`config.mk`:
```
export PLATFORM = sky130hd
export DESIGN_NAME = regfile_access_ctrl
export DESIGN_NICKNAME = d
export VERILOG_FILES = /design/src/rtl/regfile_pkg.sv /design/src/rtl/regfile_addr_decoder.sv /design/src/rtl/regfile_access_ctrl.sv
export SDC_FILE = /design/constraint.sdc
export NUM_CORES = 1
export LEC_CHECK = 0
export BUFFER_PORTS_ARGS = -buffer_cell sky130_fd_sc_hd__clkbuf_2
export CAP_MARGIN = 40
export CORE_MARGIN = 1
export CORE_UTILIZATION = 48
export CTS_BUF_LIST = sky130_fd_sc_hd__clkbuf_4 sky130_fd_sc_hd__clkbuf_8
export DETAILED_ROUTE_END_ITERATION = 16
export MAX_ROUTING_LAYER = met4
export PLACE_DENSITY = 0.92
export SYNTH_ARGS = -nofsm -noshare
export SYNTH_HDL_FRONTEND = slang
export SYNTH_SLANG_ARGS = --single-unit
```
`constraint.sdc`:
```
create_clock -name clk -period 3.13 [get_ports clk]
set_clock_uncertainty 0.1 [all_clocks]
set_input_delay 0.1565 -clock clk [delete_from_list [all_inputs] [get_ports clk]]
set_output_delay 0.1565 -clock clk [all_outputs]
set_load 0.05 [all_outputs]
```
`src/rtl/regfile_pkg.sv`:
```
// Shared types and default sizing for the register-array access controller.
package regfile_pkg;

    typedef enum logic [1:0] {
        IDLE  = 2'd0,
        WRITE = 2'd1,
        READ  = 2'd2,
        RESP  = 2'd3
    } state_t;

    localparam int NREGS_DEF  = 32;
    localparam int WIDTH_DEF  = 32;
    localparam int ADDR_W_DEF = 5;
    localparam int ZERO_REG   = 0;

endpackage

```
`src/rtl/regfile_addr_decoder.sv`:
```
// One-hot register strobe decoder; register 0 and out-of-range addresses never strobe.
module regfile_addr_decoder
    import regfile_pkg::*;
#(
    parameter int NREGS  = NREGS_DEF,
    parameter int ADDR_W = ADDR_W_DEF
) (
    input  logic [ADDR_W-1:0] addr,
    input  logic              en,
    output logic [NREGS-1:0]  onehot
);

    // Out-of-range addresses simply match no generated compare.
    for (genvar gi = 0; gi < NREGS; gi++) begin : g_dec
        if (gi == ZERO_REG) begin : g_zero
            assign onehot[gi] = 1'b0;
        end else begin : g_reg
            assign onehot[gi] = en && (addr == ADDR_W'(gi));
        end
    end

endmodule

```
`src/rtl/regfile_access_ctrl.sv`:
```
// Single-outstanding read/write controller for a tri-state-read register array.
module regfile_access_ctrl
    import regfile_pkg::*;
#(
    parameter int NREGS  = NREGS_DEF,
    parameter int WIDTH  = WIDTH_DEF,
    parameter int ADDR_W = ADDR_W_DEF
) (
    input  logic              clk,
    input  logic              clr,
    input  logic              req_valid,
    output logic              req_ready,
    input  logic              req_we,
    input  logic [ADDR_W-1:0] req_addr,
    input  logic [WIDTH-1:0]  req_wdata,
    output logic              rsp_valid,
    input  logic              rsp_ready,
    output logic [WIDTH-1:0]  rsp_rdata,
    output logic [NREGS-1:0]  wen,
    output logic [NREGS-1:0]  ren,
    output logic [WIDTH-1:0]  bus_wdata,
    input  logic [WIDTH-1:0]  bus_rdata
);

    state_t            state_reg, state_next;
    logic [ADDR_W-1:0] addr_reg;
    logic [WIDTH-1:0]  wdata_reg;
    logic [WIDTH-1:0]  rdata_reg;
    logic              accept;

    assign accept = req_valid && req_ready;

    always_ff @(posedge clk or posedge clr) begin
        if (clr) begin
            state_reg <= IDLE;
            addr_reg  <= '0;
            wdata_reg <= '0;
            rdata_reg <= '0;
        end else begin
            state_reg <= state_next;
            if (accept) begin
                addr_reg <= req_addr;
            end
            // Only writes update the array's input bus, so it always shows the last write data.
            if (accept && req_we) begin
                wdata_reg <= req_wdata;
            end
            // No enabled register means the bus floats; return zero instead.
            if (state_reg == READ) begin
                rdata_reg <= (|ren) ? bus_rdata : '0;
            end
        end
    end

    always_comb begin
        state_next = state_reg;
        case (state_reg)
            IDLE:    if (accept) state_next = req_we ? WRITE : READ;
            WRITE:   state_next = IDLE;
            READ:    state_next = RESP;
            RESP:    if (rsp_ready) state_next = IDLE;
            default: state_next = IDLE;
        endcase
    end

    assign req_ready = (state_reg == IDLE);
    assign rsp_valid = (state_reg == RESP);
    assign rsp_rdata = rdata_reg;
    assign bus_wdata = wdata_reg;

    regfile_addr_decoder #(.NREGS(NREGS), .ADDR_W(ADDR_W)) u_wen_dec (
        .addr   (addr_reg),
        .en     (state_reg == WRITE),
        .onehot (wen)
    );

    regfile_addr_decoder #(.NREGS(NREGS), .ADDR_W(ADDR_W)) u_ren_dec (
        .addr   (addr_reg),
        .en     (state_reg == READ),
        .onehot (ren)
    );

endmodule

```
==> run metrics <==
FFs w/ async S/R, synth 100%; fill cell count 426; final hold slack 36.9 ps; routed wire length 10.5 mm; GR met2 Demand/Resource 51.7%; register area share after synthesis 52.1%; synth top area cells dfrtp_1, mux2_2, nand2_1; Hold Crit Class in -> reg; CTS resizes 0; hold-fix buffers at CTS 72; Multi-input gate area 1430 µm²; Sink Count 71; Vias 3497; Core ar. 6830 µm²; Final Core Density 78.9%; io pins 204; initial core utilization 49.9%; DP Wirelength 6.68 mm; Root Driver clkbuf_8; hold violation total from the final report 0; routing usage on met1 32.3%; global routing usage on met3 5.24%; Critical Path, Cell by Cell nand3b_1 -> or3_1 -> nor3_2 -> clkbuf_2; total iterations of the first detailed-routing run 4; crit start category flip-flop; largest net degree at the start of global routing 36; RR Startpoint addr_reg[2]; most common cell in the netlist nand2_1; Final period util 80.7%; H-tree Lvls 3; Clock Pin Slew Worst Setup and Hold Paths 80 ps; synthesized instance count 336; Hold Crit Depth 4; post-synthesis cell type with the largest combined area dfrtp_1; Nets 675; arrival time worst endpoint 2270 ps; Num CTS Buffers 9; antenna cells 0; total negative setup slack 0 ps; wire per inst 14.9 µm; DP Area 4410 µm²; synthesized flop and latch total 71; CTS tree done; multiplexer share of the synthesized area 12.8%; Post-synth top flop dfrtp_1; Setup CP Type reg -> out; top cell types by occurrence after synthesis nand2_1, dfrtp_1, nor2_1; Worst Min Path Start rsp_ready; all-layer global routing usage 28.7%; maximum fanout along the worst path 13; slowest stage delay, CP 530 ps; DR DRC count 0; endpoints failing setup 0; total die area 7440 µm²; die height 86.3 µm; FF/Latch Area 1780 µm²; first-pass GRT wire length 16.1 mm; power per standard cell area 1150 nW/µm²; main combinational cell family by area after synthesis simple AND/OR/NAND/NOR gates; R2R Path End rsp_rdata[31]; share of post-route cells with drive strength above 1 46.4%; VDD IR-drop max 0.855 mV; Worst setup EP type primary output; DR iter-0 viols 167; Die W 86.3 µm; port buffer count 201; Post-Synth Adder-Cell Area 0%; Post-Synth XOR/XNOR Area 0%; gpl congestion 0.792; number of setup buffers added after CTS 0; outcome complete, no violations; Final Instance Area 5390 µm²; Compound-Gate Fraction of Synth Area 4.99%; leakage power 2.69 nW; Post-synth EDFFs 0; Max-cap violations 0; Clock Latency Late Sink 330 ps; Rel. slew slack 44.2%; mapped cell area 3410 µm²; post-synth cell types 36; GRT busiest layer met2; fmax 396 MHz; drt via density 4.98; Post-Syn Area per Cell 10.1 µm²; initial antenna violation count 0; area grow syn2layout 58.1%; Max Slew Vio Count 0; final total power 6.20 mW; post-route minimum period 2520 ps; Least-Margin Pin Slew 837 ps; Remaining Overflow, GRT 0; CTS Buffer Depth 2; post-route ant nets 0; worst reg2reg path depth 4; Reg2Reg Setup Slack 1340 ps; Yosys top cell area share 52.1%; Worst EP required 2870 ps; crit path launch state_reg[1]; row cnt 30; vias in the first global route 3408; Worst Hold End state_reg[0]; Slowest-stage cell, CP or3_1; Synth Warn # 0; setup repair after global routing missed its margin no; Post-Synth Simple-Gate Area 24.0%
## per-stage QoR
step,worst slack (ps),instances
floorplan,824,337
global placement,1100,612
detailed placement,1010,614
CTS,634,702
global route,478,702
finish,605,702
## cells in the final DEF (no fill, tap or decap), types with 3 or more instances in the layout
master         Yosys  routed
buf_4              5       4
bufinv_16          0       3
clkbuf_2           0     201
clkbuf_8           0      11
dfrtp_1           71      71
dlygate4sd3_1      0      72
mux2_2            30      30
mux2_4             5       5
nand2_1           73      73
nand2b_1           5       5
nand3_1            6       6
nor2_1            46      46
nor2_2             8       8
nor2_4             3       3
nor2b_1            4       4
nor4_2             4       4
o21ai_0            7       7
o21ai_1           27      27
## critical path, delay by kind of cell (launching register included)
family                 cells  cell delay, ps
buffers and inverters      1             300
flip-flops                 1             490
AND/OR/NAND/NOR            3            1140
## per-layer routing
metal | routed length [µm] | up-vias | part of all wire [%]
li1 | - | 1620 | -
met1 | 4090 | 1681 | 39
met2 | 5600 | 170 | 53
met3 | 589 | 26 | 5.6
met4 | 209 | 0 | 2.0
met5 | 0 | - | 0
## final cells by class
| type | count | share of cell area [%] |
|---|---|---|
| clock inverter | 5 | 1.93 |
| sequential | 71 | 33.0 |
| timing repair buffer | 279 | 33.5 |
| clock buffer | 11 | 2.81 |
| inverter | 1 | 0.0696 |
| tap | 96 | 2.23 |
| multi-input combinational | 239 | 26.5 |
## report_power, final
| part | switching [mW] | leakage (nW) | internal (mW) |
|---|---|---|---|
| Clock | 0.338 | 0.130 | 0.573 |
| Combinational | 2.58 | 1.70 | 0.924 |
| Sequential | 0.406 | 0.861 | 1.38 |
| Total | 3.33 | 2.69 | 2.87 |
## how the worst max path moves through the flow
| stage | end | cells after the start |
|---|---|---|
| 2_1_floorplan | wen[12] | 3 |
| 3_3_place_gp | wen[16] | 4 |
| 3_5_place_dp | wen[16] | 4 |
| 4_1_cts | wen[16] | 4 |
| 5_1_grt | wen[16] | 4 |
| 6_report | wen[16] | 4 |
## cell families (layout without fill, tap and decap cells)
kind of cell,count (synthesis),count (layout)
buffers and inverters,27,296
other,1,2
multiplexers,37,37
AO/OA/AOI/OAI,34,34
AND/OR/NAND/NOR,166,166
flip-flops,71,71
No activity file was read; power rests on OpenSTA's default activity.
